## config.mk

```make
export PLATFORM = sky130hd
export DESIGN_NAME = rx_controller_flat
export DESIGN_NICKNAME = d
export VERILOG_FILES = /design/src/rtl/rx_pkg.sv /design/src/rtl/rx_controller_if.sv /design/src/rtl/rx_watchdog.sv /design/src/rtl/rx_controller.sv /design/src/flat_wrapper.sv
export SDC_FILE = /design/constraint.sdc
export NUM_CORES = 1
export LEC_CHECK = 0
export CORE_ASPECT_RATIO = 0.6
export CORE_MARGIN = 2
export CORE_UTILIZATION = 48
export CTS_BUF_LIST = sky130_fd_sc_hd__clkbuf_16
export DETAILED_ROUTE_END_ITERATION = 16
export PLACE_DENSITY_LB_ADDON = 0.2
export REMOVE_ABC_BUFFERS = 1
export SLEW_MARGIN = 20
export SYNTH_ARGS = -nofsm -noshare
export SYNTH_HDL_FRONTEND = slang
export SYNTH_SLANG_ARGS = --single-unit
```

## constraint.sdc

```tcl
create_clock -name clk -period 1.94 [get_ports clk]
set_input_delay 0.388 -clock clk [delete_from_list [all_inputs] [get_ports clk]]
set_output_delay 0.388 -clock clk [all_outputs]
set_load 0.005 [all_outputs]
```

## src/rtl/rx_pkg.sv

```systemverilog
// Shared definitions for the receive-side OFDM baseband demodulator.
// Contents:
//   rx_state_t  - sequencing FSM state encoding (3 bits)
//   N_SUB_DEF   - default subcarriers (FFT bins) per OFDM symbol
//   TIMEOUT_DEF - default watchdog limit in cycles
//   CP_LEN_DEF  - default cyclic-prefix length, used by the CPR/FFT blocks
package rx_pkg;

    localparam int N_SUB_DEF   = 64;
    localparam int TIMEOUT_DEF = 1023;
    localparam int CP_LEN_DEF  = 16;

    typedef enum logic [2:0] {
        IDLE  = 3'd0,
        CPR   = 3'd1,
        FFT   = 3'd2,
        DEMAP = 3'd3,
        P2S   = 3'd4
    } rx_state_t;

endpackage

```

## src/rtl/rx_controller_if.sv

```systemverilog
// Control bundle between the receive controller and its environment.
// Signals:
//   go, abort                      - requests from the host
//   CPR/FFT/DEMAP/P2S_done         - completion pulses from the sub-blocks
//   CPR/FFT/DEMAP/P2S_start        - one-cycle start pulses to the sub-blocks
//   bin_idx, busy, sym_done, err   - status towards the host
//   state                          - current FSM state, for observation only
// Modports: master = controller side, slave = host/sub-block side.
//
// Handshake: a sub-block is kicked by a one-cycle start pulse and answers
// with a one-cycle done pulse. A done is honoured in any cycle of the
// matching wait state, including the cycle in which the start is high;
// a done seen in any other state is dropped without effect.
interface rx_controller_if #(
    parameter int N_SUB = rx_pkg::N_SUB_DEF
);
    import rx_pkg::*;

    localparam int BIN_W = $clog2(N_SUB);

    logic             go;
    logic             abort;
    logic             CPR_done;
    logic             FFT_done;
    logic             DEMAP_done;
    logic             P2S_done;
    logic             CPR_start;
    logic             FFT_start;
    logic             DEMAP_start;
    logic             P2S_start;
    logic [BIN_W-1:0] bin_idx;
    logic             busy;
    logic             sym_done;
    logic             err;
    rx_state_t        state;

    modport master (
        input  go, abort, CPR_done, FFT_done, DEMAP_done, P2S_done,
        output CPR_start, FFT_start, DEMAP_start, P2S_start,
        output bin_idx, busy, sym_done, err, state
    );

    modport slave (
        output go, abort, CPR_done, FFT_done, DEMAP_done, P2S_done,
        input  CPR_start, FFT_start, DEMAP_start, P2S_start,
        input  bin_idx, busy, sym_done, err, state
    );

endinterface

```

## src/rtl/rx_watchdog.sv

```systemverilog
// Generic wait-state watchdog, shared with the transmit controller.
// Ports:
//   clk, rst - clock, asynchronous active-low reset
//   clr      - force the count to zero (has priority over en)
//   en       - count this cycle (waiting and nothing has arrived)
//   expire   - high in the cycle where an enabled count sits at TIMEOUT-1
module rx_watchdog #(
    parameter int TIMEOUT = 1023,
    parameter int WD_W    = $clog2(TIMEOUT + 1)
) (
    input  logic clk,
    input  logic rst,
    input  logic clr,
    input  logic en,
    output logic expire
);

    localparam logic [WD_W-1:0] LAST = WD_W'(TIMEOUT - 1);

    logic [WD_W-1:0] wd_cnt;

    assign expire = en && (wd_cnt == LAST);

    always_ff @(posedge clk or negedge rst) begin
        if (!rst) begin
            wd_cnt <= '0;
        end else if (clr) begin
            wd_cnt <= '0;
        end else if (en) begin
            wd_cnt <= expire ? '0 : wd_cnt + 1'b1;
        end
    end

endmodule

```

## src/rtl/rx_controller.sv

```systemverilog
// Receive-side OFDM sequencing FSM. Per symbol: CPR, FFT, then for each bin
// DEMAP followed by P2S. Every output is registered, so start pulses appear
// one cycle after the event that causes them.
// Ports:
//   clk  - clock
//   rst  - asynchronous active-low reset
//   bus  - rx_controller_if.master (go/abort, start/done pairs, status, state)
module rx_controller
    import rx_pkg::*;
#(
    parameter int N_SUB   = N_SUB_DEF,
    parameter int TIMEOUT = TIMEOUT_DEF,
    parameter int BIN_W   = $clog2(N_SUB),
    parameter int WD_W    = $clog2(TIMEOUT + 1)
) (
    input logic            clk,
    input logic            rst,
    rx_controller_if.master bus
);

    localparam logic [BIN_W-1:0] LAST_BIN = BIN_W'(N_SUB - 1);

    rx_state_t        state, state_nxt;
    logic             match;
    logic             expire;
    logic             wd_clr, wd_en;

    logic             cpr_q, fft_q, demap_q, p2s_q, sym_q, err_q, busy_q;
    logic             cpr_d, fft_d, demap_d, p2s_d, sym_d, err_d, busy_d;
    logic [BIN_W-1:0] bin_q, bin_d;

    // The done pulse belonging to the current wait state; all others are ignored.
    always_comb begin
        match = 1'b0;
        case (state)
            CPR:     match = bus.CPR_done;
            FFT:     match = bus.FFT_done;
            DEMAP:   match = bus.DEMAP_done;
            P2S:     match = bus.P2S_done;
            default: match = 1'b0;
        endcase
    end

    // Watchdog counts only while waiting without an answer; any state change
    // (including abort and the IDLE dwell) restarts it from zero.
    assign wd_en  = (state != IDLE) && !match;
    assign wd_clr = bus.abort || (state == IDLE) || (state_nxt != state);

    rx_watchdog #(
        .TIMEOUT (TIMEOUT),
        .WD_W    (WD_W)
    ) u_watchdog (
        .clk    (clk),
        .rst    (rst),
        .clr    (wd_clr),
        .en     (wd_en),
        .expire (expire)
    );

    // State and output registers.
    always_ff @(posedge clk or negedge rst) begin
        if (!rst) begin
            state   <= IDLE;
            cpr_q   <= 1'b0;
            fft_q   <= 1'b0;
            demap_q <= 1'b0;
            p2s_q   <= 1'b0;
            sym_q   <= 1'b0;
            err_q   <= 1'b0;
            busy_q  <= 1'b0;
            bin_q   <= '0;
        end else begin
            state   <= state_nxt;
            cpr_q   <= cpr_d;
            fft_q   <= fft_d;
            demap_q <= demap_d;
            p2s_q   <= p2s_d;
            sym_q   <= sym_d;
            err_q   <= err_d;
            busy_q  <= busy_d;
            bin_q   <= bin_d;
        end
    end

    // Next state. A matching done beats watchdog expiry in the same cycle,
    // and abort beats everything.
    always_comb begin
        state_nxt = state;
        case (state)
            IDLE:  if (bus.go) state_nxt = CPR;
            CPR:   if (match) state_nxt = FFT;
                   else if (expire) state_nxt = IDLE;
            FFT:   if (match) state_nxt = DEMAP;
                   else if (expire) state_nxt = IDLE;
            DEMAP: if (match) state_nxt = P2S;
                   else if (expire) state_nxt = IDLE;
            P2S:   if (match) state_nxt = (bin_q == LAST_BIN) ? IDLE : DEMAP;
                   else if (expire) state_nxt = IDLE;
            default: state_nxt = IDLE;
        endcase
        if (bus.abort) state_nxt = IDLE;
    end

    // Next values of the registered outputs.
    always_comb begin
        cpr_d   = 1'b0;
        fft_d   = 1'b0;
        demap_d = 1'b0;
        p2s_d   = 1'b0;
        sym_d   = 1'b0;
        err_d   = 1'b0;
        bin_d   = bin_q;
        busy_d  = (state_nxt != IDLE);
        if (bus.abort) begin
            bin_d = '0;
        end else begin
            case (state)
                IDLE: if (bus.go) begin
                    cpr_d = 1'b1;
                    bin_d = '0;
                end
                CPR: if (match) fft_d = 1'b1;
                     else if (expire) begin err_d = 1'b1; bin_d = '0; end
                FFT: if (match) demap_d = 1'b1;
                     else if (expire) begin err_d = 1'b1; bin_d = '0; end
                DEMAP: if (match) p2s_d = 1'b1;
                       else if (expire) begin err_d = 1'b1; bin_d = '0; end
                P2S: if (match) begin
                         if (bin_q == LAST_BIN) begin
                             sym_d = 1'b1;
                             bin_d = '0;
                         end else begin
                             demap_d = 1'b1;
                             bin_d   = bin_q + 1'b1;
                         end
                     end else if (expire) begin
                         err_d = 1'b1;
                         bin_d = '0;
                     end
                default: bin_d = '0;
            endcase
        end
    end

    assign bus.CPR_start   = cpr_q;
    assign bus.FFT_start   = fft_q;
    assign bus.DEMAP_start = demap_q;
    assign bus.P2S_start   = p2s_q;
    assign bus.sym_done    = sym_q;
    assign bus.err         = err_q;
    assign bus.busy        = busy_q;
    assign bus.bin_idx     = bin_q;
    assign bus.state       = state;

endmodule
```

## src/flat_wrapper.sv

```systemverilog
// flat-port wrapper written by rule: the top's interface ports become plain ports
module rx_controller_flat import rx_pkg::*;
#(
    parameter int N_SUB   = N_SUB_DEF,
    parameter int TIMEOUT = TIMEOUT_DEF,
    parameter int BIN_W   = $clog2(N_SUB),
    parameter int WD_W    = $clog2(TIMEOUT + 1)
)
  (clk, rst, bus_go, bus_abort, bus_CPR_done, bus_FFT_done, bus_DEMAP_done, bus_P2S_done, bus_CPR_start, bus_FFT_start, bus_DEMAP_start, bus_P2S_start, bus_bin_idx, bus_busy, bus_sym_done, bus_err, bus_state);
  rx_controller_if #(.N_SUB(N_SUB)) bus_i ();
  input logic clk;
  input logic rst;
  input wire logic [$bits(bus_i.go)-1:0] bus_go;
  input wire logic [$bits(bus_i.abort)-1:0] bus_abort;
  input wire logic [$bits(bus_i.CPR_done)-1:0] bus_CPR_done;
  input wire logic [$bits(bus_i.FFT_done)-1:0] bus_FFT_done;
  input wire logic [$bits(bus_i.DEMAP_done)-1:0] bus_DEMAP_done;
  input wire logic [$bits(bus_i.P2S_done)-1:0] bus_P2S_done;
  output wire logic [$bits(bus_i.CPR_start)-1:0] bus_CPR_start;
  output wire logic [$bits(bus_i.FFT_start)-1:0] bus_FFT_start;
  output wire logic [$bits(bus_i.DEMAP_start)-1:0] bus_DEMAP_start;
  output wire logic [$bits(bus_i.P2S_start)-1:0] bus_P2S_start;
  output wire logic [$bits(bus_i.bin_idx)-1:0] bus_bin_idx;
  output wire logic [$bits(bus_i.busy)-1:0] bus_busy;
  output wire logic [$bits(bus_i.sym_done)-1:0] bus_sym_done;
  output wire logic [$bits(bus_i.err)-1:0] bus_err;
  output wire logic [$bits(bus_i.state)-1:0] bus_state;
  assign bus_i.go = bus_go;
  assign bus_i.abort = bus_abort;
  assign bus_i.CPR_done = bus_CPR_done;
  assign bus_i.FFT_done = bus_FFT_done;
  assign bus_i.DEMAP_done = bus_DEMAP_done;
  assign bus_i.P2S_done = bus_P2S_done;
  assign bus_CPR_start = bus_i.CPR_start;
  assign bus_FFT_start = bus_i.FFT_start;
  assign bus_DEMAP_start = bus_i.DEMAP_start;
  assign bus_P2S_start = bus_i.P2S_start;
  assign bus_bin_idx = bus_i.bin_idx;
  assign bus_busy = bus_i.busy;
  assign bus_sym_done = bus_i.sym_done;
  assign bus_err = bus_i.err;
  assign bus_state = bus_i.state;
  rx_controller #(.N_SUB(N_SUB), .TIMEOUT(TIMEOUT), .BIN_W(BIN_W), .WD_W(WD_W)) u_core (.clk(clk), .rst(rst), .bus(bus_i));
endmodule
```

==> results of run 1 <==
[area by class of cell]
type	count	area (um^2)	area share, %
clock inverter	1	3.75	0.148
sequential	26	652	25.8
tap	45	56.3	2.23
clock buffer	3	75.1	2.97
multi-input combinational	135	1050	41.7
timing repair buffer	78	669	26.5
inverter	5	18.8	0.742
[through the flow]
stage	TNS, ns	instances	utilization, %
after floorplan	-1.48	165	-
after global placement	-6.22	277	66.8
after detailed placement	-7.17	277	66.8
after CTS	-0.563	286	72.7
after global routing	-1.95	293	77.5
final	-1.18	293	77.5
[layer usage]
| metal | vias to the layer above | GRT usage [%] | share of wire [%] |
|---|---|---|---|
| li1 | 797 | - | - |
| met1 | 876 | 43.0 | 40 |
| met2 | 149 | 44.2 | 45 |
| met3 | 22 | 7.04 | 12 |
| met4 | 0 | 7.76 | 2.6 |
| met5 | - | 0 | 0 |
[cells in the mapped netlist (all sizes together), types with 2 or more instances]
library cell,count
a211oi,2
a21oi,14
and2,5
and3,4
and4,3
buf,8
clkbuf,4
dfrtp,26
ha,3
inv,5
mux2i,2
nand2,9
nand3,4
nand4,6
nor2,14
nor3,15
nor3b,2
nor4,2
o21ai,11
o221ai,2
o32ai,2
or2,2
or3b,3
or4bb,2
xnor2,2
xor2,7
[what timing repair did]
action,4_1_cts,5_1_grt
endpoints found under the setup margin,13,15
buffers inserted,3,7
cloned,2,0
pin swaps,8,15
resized for setup,23,28
[flip-flops by register name, indices dropped and copies added, names as in the netlist]
signal,flops
u_core.u_watchdog.wd_cnt,10
u_core.bus.DEMAP_start,1
u_core.bus.err,1
u_core.bus.state,3
u_core.bus.CPR_start,1
u_core.bus.P2S_start,1
u_core.bus.bin_idx,6
u_core.bus.sym_done,1
u_core.bus.busy,1
u_core.bus.FFT_start,1
[kinds of logic (layout without fill, tap and decap cells)]
family,after synthesis,count (layout),share of synthesized area [%]
adders and majority gates,3,3,2.30
buffers and inverters,17,87,5.44
DFF,26,26,39.8
and+or+nand+nor,76,76,26.3
muxes,2,2,1.23
xor gates and xnor gates,9,9,4.83
AOI/OAI and AO/OA,44,45,20.1
[how the worst min path moves through the flow]
stage                                     start                    end  slack (ns)  cells after the start
after floorplan                             rst   u_core.bus.CPR_start        0.09                      0
final                                       rst  u_core.bus.bin_idx[0]        0.49                      2
after global routing                        rst  u_core.bus.bin_idx[0]        0.52                      2
after detailed placement  u_core.bus.bin_idx[0]  u_core.bus.bin_idx[0]        0.56                      2
after global placement    u_core.bus.bin_idx[0]  u_core.bus.bin_idx[0]        0.56                      2
after CTS                                   rst  u_core.bus.bin_idx[0]        0.52                      2
[power by group]
group / internal, W / leakage, nW / switching (W)
Clock: 0.000276 / 0.0385 / 0.000184
Sequential: 0.000547 / 0.359 / 0.00000470
Combinational: 0.000111 / 0.707 / 0.000132
==> summary.txt, run 1 <==
CTS
  – Skew-Pair Late Insertion Delay: 0.26 ns
  – CTS tree: yes
  – Clock root cell: clkbuf_16
  – Num CTS Buffers: 3
  – # hold bufs at CTS: 0
  – Clock Pin Slew Worst Setup and Hold Paths: 0.06 ns
  – Clock Tree Buf Depth: 2
  – CTS Sinks: 26
  – H-Tree Level Count: 1

Finish
  – Most frequent cells in the layout: 48 x buf_4, 25 x dfrtp_1, 20 x clkdlybuf4s50_1, 11 x nor2_1, 11 x a21oi_1
  – Most common cell after layout, fill and taps aside: buf_4
  – Syn-to-layout area delta: 54.9%
  – FILL cells: 197
  – Layout net count: 260
  – Number of diodes: 0
  – Ratio of cells with drive above 1 in the final layout: roughly two fifths
  – Finished layout cell area: 0.00253 mm^2

Global routing
  – Total track usage: 29.5%
  – Initial antenna violation count: 0
  – Grt total ovfl: 0
  – First-pass GRT wire length: 8.69 mm
  – Largest net degree at the start of global routing: 27
  – Vias in the first global route: 1690

Detailed routing
  – Routed WL: 5.94 mm
  – Post-route ant nets: 0
  – Wire per inst: 20.3 um
  – DRC viols: 0
  – Vias: 1844
  – Pre-antenna DRT Iters: 5
  – Vias per cell: approximately 6.3
  – Starting DRT DRC Count: 269

Worst setup path
  – Crit path DAT: 2.25 ns
  – CP Class: flop to flop
  – Startpoint types: flop
  – Cell depth of the worst setup path: 6
  – FF-to-FF End: u_core.u_watchdog.wd_cnt[6]
  – Reg2reg setup slack: -0.13 ns
  – Slowest cell on the critical path: a2111o_2
  – Crit. Startpoint: u_core.bus.state[0]
  – CP bufs+invs: 1
  – Delay-heaviest family, CP: compound AO/OA/AOI/OAI gates
  – Max incr delay on CP: between 0.5 and 0.6 ns
  – Critical-path cell list: buf_4 > mux2i_2 > o221a_4 > and2_4 > a2111o_2 > nor3_2
  – R2R Path Start: u_core.bus.state[0]
  – CP max FO: 7
  – CP required: 2.12 ns
  – Cells on worst reg2reg path: 6
  – CP endpoint kind: flop
  – Worst setup path end: u_core.u_watchdog.wd_cnt[6]

Timing
  – Final setup viols: 12
  – Crit share post-route: 107%
  – Final-report max-slew violation count: 0
  – Max Freq: ~480 MHz
  – RSZ-0062 raised after global routing: yes
  – Final hold slack: 0.494 ns
  – Hold Fails Final Rpt: 0
  – Clk_skew: 0.00159 ns
  – Relative slew slack: roughly 67%
  – Tmin final: roughly 2.1 ns
  – Setup WS post-layout: -0.129 ns
  – Least-Margin Pin Slew: 0.495 ns

Die
  – Core area: ~0.0033 mm^2
  – Die W: around 80 um
  – Die area: 0.00390 mm^2
  – Num rows: 16
  – Die Y: a little under 50 um
  – Initial Util: about 50%
  – IO Pins: 24

Synthesis
  – Netlist Area Pre-Place: roughly 0.0016 mm^2
  – Yosys Warn Count: 0
  – Sequential area share after synthesis: between 30% and 40%
  – Area share of the largest cell type after synthesis: 39.8%
  – Yosys reg bits: 26
  – Largest area contributor in the netlist: dfrtp_1
  – Synth cell types: 48
  – Ys async rst share: 100%
  – Synth area leaders: dfrtp_1 40%, nor3_1 4.6%, a21oi_1 4.0%
  – Mean Syn Cell Area: just over 9 um^2
  – Ys flop type: dfrtp_1
  – Syn Inst Count: ~180
  – EDFF count, synth: 0

Power and ir drop
  – Leak: approximately 1.1 nW
  – Power per cell area: 496 mW/mm^2
  – Maximum VDD drop: just over 0.5 mV
  – Pwr Total: 0.00125 W

Placed design
  – Routability-driven placement congestion ratio: 0.952
  – DP Area: 0.00218 mm^2
  – Post-DP HPWL: 3.71 mm
  – Pre-CTS WS: -0.528 ns
  – Port bufs: 23

Status
  – Failing checks: setup timing
  – Outcome: finished with violations

Hold path
  – Hold WC Path Type: input pin to async pin

Flow run
  – Max-Cap Viols: 0
No activity file was read; power rests on OpenSTA's default activity.
==> run 2: changes to the inputs <==
Settings changed: CELL_PAD_IN_SITES_DETAIL_PLACEMENT from default to 1, CELL_PAD_IN_SITES_GLOBAL_PLACEMENT from default to 1, CORE_UTILIZATION 48 to 37.
==> summary.txt, run 2 (synthesis results as in run 1) <==
Worst setup path
  – CP max FO: 5 (-2)
  – CP endpoint kind: flop
  – CP required: 2.10 ns (-0.02 ns)
  – Crit path DAT: 2.42 ns (+0.17 ns)
  – CP Class: flop to flop
  – Startpoint types: flop

Die
  – Die Y: 55.5 um (+13%)
  – Die area: 0.00498 mm^2 (+28%)
  – Core area: 0.00417 mm^2 (+28%)
  – Die W: 89.8 um (+13%)
  – Initial Util: 39.2% (-11 points)
  – Num rows: 18 (+2)
  – IO Pins: 24 (unchanged)

Finish
  – Most common cell after layout, fill and taps aside: buf_4
  – Syn-to-layout area delta: 61.5%
  – Number of diodes: 0 (unchanged)
  – Ratio of cells with drive above 1 in the final layout: 42.2% (+3.9 points)
  – Final core utilization: 63.3% (-14 points)
  – Most frequent cells in the layout: 47 x buf_4, 24 x dfrtp_1, 18 x clkdlybuf4s50_1, 11 x a21oi_1
  – Max reg flops: 10 (unchanged)
  – Top reg by flops: u_core.u_watchdog.wd_cnt
  – Layout net count: 263 (+1.2%)
  – Finished layout cell area: 0.00264 mm^2 (+4.2%)

Timing
  – Relative slew slack: 69.0% (+2.4 points)
  – Max Freq: 444 MHz (-8.1%)
  – Least-Margin Pin Slew: 0.464 ns (-0.0315 ns)
  – Clk_skew: 0.00696 ns (+0.00536 ns)
  – Final setup viols: 19 (+7)
  – Tmin final: 2.25 ns (+0.182 ns)
  – Final hold slack: 0.479 ns (-0.0155 ns)
  – Crit share post-route: 116% (+9.4 points)
  – Hold Fails Final Rpt: 0 (unchanged)
  – Final-report max-slew violation count: 0 (unchanged)
  – RSZ-0062 raised after global routing: yes
  – Setup WS post-layout: -0.311 ns (-0.182 ns)

Placed design
  – Routability-driven placement congestion ratio: 0.904 (-5.1%)
  – Post-DP HPWL: 4.13 mm (+11%)
  – Pre-CTS WS: -0.526 ns (+0.00292 ns)
  – DP Area: 0.00221 mm^2 (+1.2%)
  – Port bufs: 23 (unchanged)

Power and ir drop
  – Maximum VDD drop: 0.330 mV (-36%)
  – Pwr Total: 0.00130 W (+3.5%)
  – Power per cell area: 493 mW/mm^2 (-0.63%)
  – Leak: 1.17 nW (+5.5%)

Detailed routing
  – Pre-antenna DRT Iters: 5 (unchanged)
  – Vias per cell: 6.33 (+0.65%)
  – Post-route ant nets: 0 (unchanged)
  – Wire per inst: 24.7 um (+22%)
  – Vias: 1970 (+6.8%)
  – DRC viols: 0 (unchanged)
  – Routed WL: 7.70 mm (+30%)
  – Starting DRT DRC Count: 235 (-13%)

Global routing
  – Largest net degree at the start of global routing: 27 (unchanged)
  – Initial antenna violation count: 0 (unchanged)
  – Vias in the first global route: 1921 (+14%)
  – Grt total ovfl: 0 (unchanged)
  – Total track usage: 27.2% (-2.4 points)
  – First-pass GRT wire length: 10.5 mm (+21%)

Flow run
  – Max-Cap Viols: 0 (unchanged)

CTS
  – CTS tree: yes
  – Num CTS Buffers: 3 (unchanged)
  – # hold bufs at CTS: 0 (unchanged)
  – CTS Sinks: 26 (unchanged)
  – H-Tree Level Count: 1 (unchanged)
  – Clock Pin Slew Worst Setup and Hold Paths: 0.07 ns (about the same)
  – Clock Tree Buf Depth: 2 (unchanged)
  – Skew-Pair Late Insertion Delay: 0.27 ns (about the same)
  – Clock root cell: clkbuf_16

Status
  – Failing checks: setup timing
  – Outcome: finished with violations

Hold path
  – Hold WC Path Type: input pin to async pin
-- run 2: cell types whose count changed in the layout (fill, tap and decap cells not counted), sizes merged --
cell and change:
buf +3, clkdlybuf4s50 -2, dlygate4sd2 -1, dlymetal6s2s +3
-- run 2: cell type report --
type / instances / area, um^2
Tap cell: 60 / 75.1
Multi-Input combinational cell: 135 / 1090
Fill cell: 465 / 1530
Inverter: 5 / 18.8
Sequential cell: 26 / 653
Timing Repair Buffer: 81 / 721
Clock buffer: 3 / 75.1
Clock inverter: 1 / 3.75
-- run 2: metal layers --
layer  global-route usage [%]  wire (um)  vias to the layer above
met1                     37.2       3220                      961
met3                     8.32        777                       41
li1                         -          -                      812
met4                     6.37        340                        0
met2                     42.5       3350                      156
met5                        0          0                        -
-- run 2: path summary, 6_finish.rpt --
| path | startpoint | slack (ns) | to | depth (start not counted) |
|---|---|---|---|---|
| worst max-delay path | u_core.bus.bin_idx[0] | -0.31 | u_core.u_watchdog.wd_cnt[5] | 6 |
| worst min-delay path | rst | 0.48 | u_core.bus.bin_idx[5] | 2 |
| worst max register to register | u_core.bus.bin_idx[0] | -0.31 | u_core.u_watchdog.wd_cnt[5] | 6 |
| worst min register to register | u_core.bus.bin_idx[0] | 0.61 | u_core.bus.bin_idx[0] | 2 |
| max in group asynchronous | rst | 1.19 | u_core.bus.state[2] | 2 |
| min in group clk | u_core.bus.bin_idx[0] | 0.61 | u_core.bus.bin_idx[0] | 2 |
-- run 2: per-stage QoR --
stage / instances / setup TNS [ns]
3_3_place_gp: 293 / -6.31
3_5_place_dp: 293 / -7.40
2_1_floorplan: 165 / -1.48
5_1_grt: 311 / -4.40
4_1_cts: 306 / -1.97
6_report: 311 / -3.46
-- run 2: timing repair --
action	in CTS	in global routing
resized for setup	28	40
setup buffers	7	5
endpoints found under the setup margin	19	21
endpoints found under the hold margin	0	0
pin swaps	11	22
gates cloned	2	0
-- run 2: power by group --
| group | total, W | internal [W] | switching, W | leakage, nW |
|---|---|---|---|---|
| Clock | 0.000477 | 0.000277 | 0.000200 | 0.0385 |
| Sequential | 0.000553 | 0.000547 | 0.00000611 | 0.358 |
| Combinational | 0.000269 | 0.000121 | 0.000149 | 0.770 |
| Total | 0.00130 | 0.000945 | 0.000355 | 1.17 |
-- run 2: critical path: stages (launching register included) --
cell	delay [ns]
dfrtp_1	0.36
ha_1	0.26
and3_1	0.28
a41oi_2	0.19
a21o_1	0.25
a2111o_2	0.55
a211oi_2	0.25
==> run 3: changes to the inputs <==
Settings changed: GPL_TIMING_DRIVEN from default to 0.
==> summary.txt, run 3 (synthesis results as in run 1) <==
Hold path
  – Hold WC Path Type: input pin to async pin

Detailed routing
  – Vias: 1681 (-15%)
  – Starting DRT DRC Count: 224 (-4.7%)
  – Wire per inst: 22.1 um (-11%)
  – Pre-antenna DRT Iters: 4 (-1)
  – DRC viols: 0 (unchanged)
  – Routed WL: 6.07 mm (-21%)
  – Vias per cell: 6.11 (-3.5%)
  – Post-route ant nets: 0 (unchanged)

Timing
  – Max Freq: 460 MHz (+3.5%)
  – Crit share post-route: 112% (-3.9 points)
  – Tmin final: 2.18 ns (-0.0753 ns)
  – Relative slew slack: 58.3% (-11 points)
  – Least-Margin Pin Slew: 0.626 ns (+0.162 ns)
  – Final-report max-slew violation count: 0 (unchanged)
  – Final hold slack: 0.140 ns (-0.339 ns)
  – Setup WS post-layout: -0.236 ns (+0.0753 ns)
  – Clk_skew: 0.00953 ns (+0.00257 ns)
  – Final setup viols: 16 (-3)
  – Setup TNS: -1.97 ns (+1.49 ns)
  – RSZ-0062 raised after global routing: yes
  – Hold Fails Final Rpt: 0 (unchanged)

CTS
  – Skew-Pair Late Insertion Delay: 0.27 ns (about the same)
  – CTS tree: yes
  – Clock root cell: clkbuf_16
  – Clock Tree Buf Depth: 2 (unchanged)
  – H-Tree Level Count: 1 (unchanged)
  – # hold bufs at CTS: 0 (unchanged)
  – Clock Pin Slew Worst Setup and Hold Paths: 0.07 ns (about the same)
  – CTS Sinks: 26 (unchanged)
  – Num CTS Buffers: 3 (unchanged)

Finish
  – Most common cell after layout, fill and taps aside: dfrtp_1
  – Max reg flops: 10 (unchanged)
  – Multi-input gate area: 0.00110 mm^2 (+0.80%)
  – Number of diodes: 0 (unchanged)
  – Top reg by flops: u_core.u_watchdog.wd_cnt
  – Final std cells w/o fill: 275 (-12%)
  – Final core utilization: 56.4% (-6.9 points)
  – FILL cells: 467 (+0.43%)
  – Most frequent cells in the layout: 21 x dfrtp_1, 18 x buf_4, 18 x clkdlybuf4s50_1, 12 x nor2_1, 12 x a21oi_1
  – Ratio of cells with drive above 1 in the final layout: 34.9% (-7.3 points)
  – Syn-to-layout area delta: 43.9%
  – Layout net count: 228 (-13%)
  – FF+latch area: 659 um^2 (+0.96%)

Power and ir drop
  – Seq pwr share: 44.7% (+2.1 points)
  – Int Power: 0.000914 W (-3.3%)
  – Net switching power: 0.000325 W (-8.3%)
  – Switching part of the total: 26.2% (-1.1 points)
  – Clk pwr share: 37.6% (+0.9 points)
  – Combinational power share: 17.6% (-3.1 points)
  – Leak: 0.926 nW (-21%)
  – Power per cell area: 527 mW/mm^2 (+7.0%)
  – Maximum VDD drop: 0.313 mV (-5.3%)

Die
  – Initial Util: 39.2% (unchanged)
  – Die Y: 55.5 um (unchanged)
  – Die area: 0.00498 mm^2 (unchanged)
  – Num rows: 18 (unchanged)
  – Die W: 89.8 um (unchanged)
  – Core area: 0.00417 mm^2 (unchanged)
  – IO Pins: 24 (unchanged)

Flow run
  – Max-Cap Viols: 0 (unchanged)

Worst setup path
  – Startpoint types: flop
  – CP Class: flop to flop
  – Cells on worst reg2reg path: 6 (unchanged)
  – Critical-path cell list: buf_8 > or3b_4 > a21oi_4 > o21ai_4 > a2111o_1 > nor3b_2
  – Crit path DAT: 2.34 ns (-0.08 ns)
  – R2R Path Start: u_core.bus.state[0]
  – CP endpoint kind: flop
  – Delay-heaviest family, CP: compound AO/OA/AOI/OAI gates
  – Slowest cell on the critical path: a2111o_1
  – Max incr delay on CP: 0.55 ns (about the same)
  – Reg2reg setup slack: -0.24 ns (+0.08 ns)
  – FF-to-FF End: u_core.u_watchdog.wd_cnt[8]
  – CP max FO: 7 (+2)
  – CP bufs+invs: 1 (+1)
  – CP required: 2.11 ns (about the same)

Global routing
  – Grt total ovfl: 0 (unchanged)
  – Largest net degree at the start of global routing: 27 (unchanged)
  – First-pass GRT wire length: 9.02 mm (-14%)
  – Initial antenna violation count: 0 (unchanged)
  – Vias in the first global route: 1585 (-17%)
  – Total track usage: 23.1% (-4.1 points)

Status
  – Failing checks: setup timing
  – Outcome: finished with violations

Placed design
  – Post-DP HPWL: 3.27 mm (-21%)
  – Pre-CTS WS: -0.826 ns (-0.300 ns)
  – Routability-driven placement congestion ratio: 0.827 (-8.5%)
  – Port bufs: 23 (unchanged)
  – Dpl cells: 248 (-15%)
run 3: metrics by stage:
step | cell area [um^2] | power, W
floorplan | 1560 | 0.000631
global placement | 1870 | 0.000695
detailed placement | 1860 | 0.000696
CTS | 2240 | 0.00121
global route | 2350 | 0.00128
finish | 2350 | 0.00124
run 3: worst max path at each step:
| stage | slack [ns] | from | endpoint | cells after the start |
|---|---|---|---|---|
| 3_3_place_gp | -0.78 | bus_P2S_done | u_core.u_watchdog.wd_cnt[3] | 6 |
| 3_5_place_dp | -0.83 | bus_P2S_done | u_core.u_watchdog.wd_cnt[7] | 6 |
| 4_1_cts | -0.11 | u_core.bus.state[0] | u_core.u_watchdog.wd_cnt[1] | 5 |
| 5_1_grt | -0.31 | u_core.bus.state[2] | u_core.u_watchdog.wd_cnt[8] | 6 |
| 6_report | -0.24 | u_core.bus.state[0] | u_core.u_watchdog.wd_cnt[8] | 6 |
| 2_1_floorplan | -0.15 | u_core.bus.state[0] | u_core.u_watchdog.wd_cnt[0] | 5 |
run 3: cell type report:
| type | instances | area share, % |
|---|---|---|
| Multi-Input combinational cell | 135 | 46.8 |
| Sequential cell | 26 | 28.1 |
| Timing Repair Buffer | 46 | 18.0 |
| Clock buffer | 3 | 3.19 |
| Tap cell | 60 | 3.19 |
| Inverter | 5 | 0.799 |
run 3: worst register-to-register path: stages (launching register included):
cell,delay [ns]
dfrtp_4,0.49
buf_8,0.13
or3b_4,0.39
a21oi_4,0.18
o21ai_4,0.10
a2111o_1,0.55
nor3b_2,0.25
run 3: repair_timing:
action                                  4_1_cts  5_1_grt
buffers inserted                             17        5
pin swaps                                    15       14
cloned                                        2        0
resized for setup                            44       19
endpoints found under the setup margin       22       18
run 3: metal layers:
metal	up-vias	global-route usage [%]	wire length, um
li1	737	-	-
met1	843	35.0	2720
met2	90	33.3	2710
met3	11	5.18	537
met4	0	5.05	106
met5	-	0	0
run 3: power by group through the flow:
| stage | Combinational [W] | Clock [W] | Sequential (W) |
|---|---|---|---|
| global placement | 0.000128 | 0 | 0.000567 |
| floorplan | 0.0000650 | 0 | 0.000566 |
| global route | 0.000231 | 0.000497 | 0.000554 |
| CTS | 0.000182 | 0.000470 | 0.000554 |
| finish | 0.000219 | 0.000466 | 0.000554 |
| detailed placement | 0.000129 | 0 | 0.000567 |
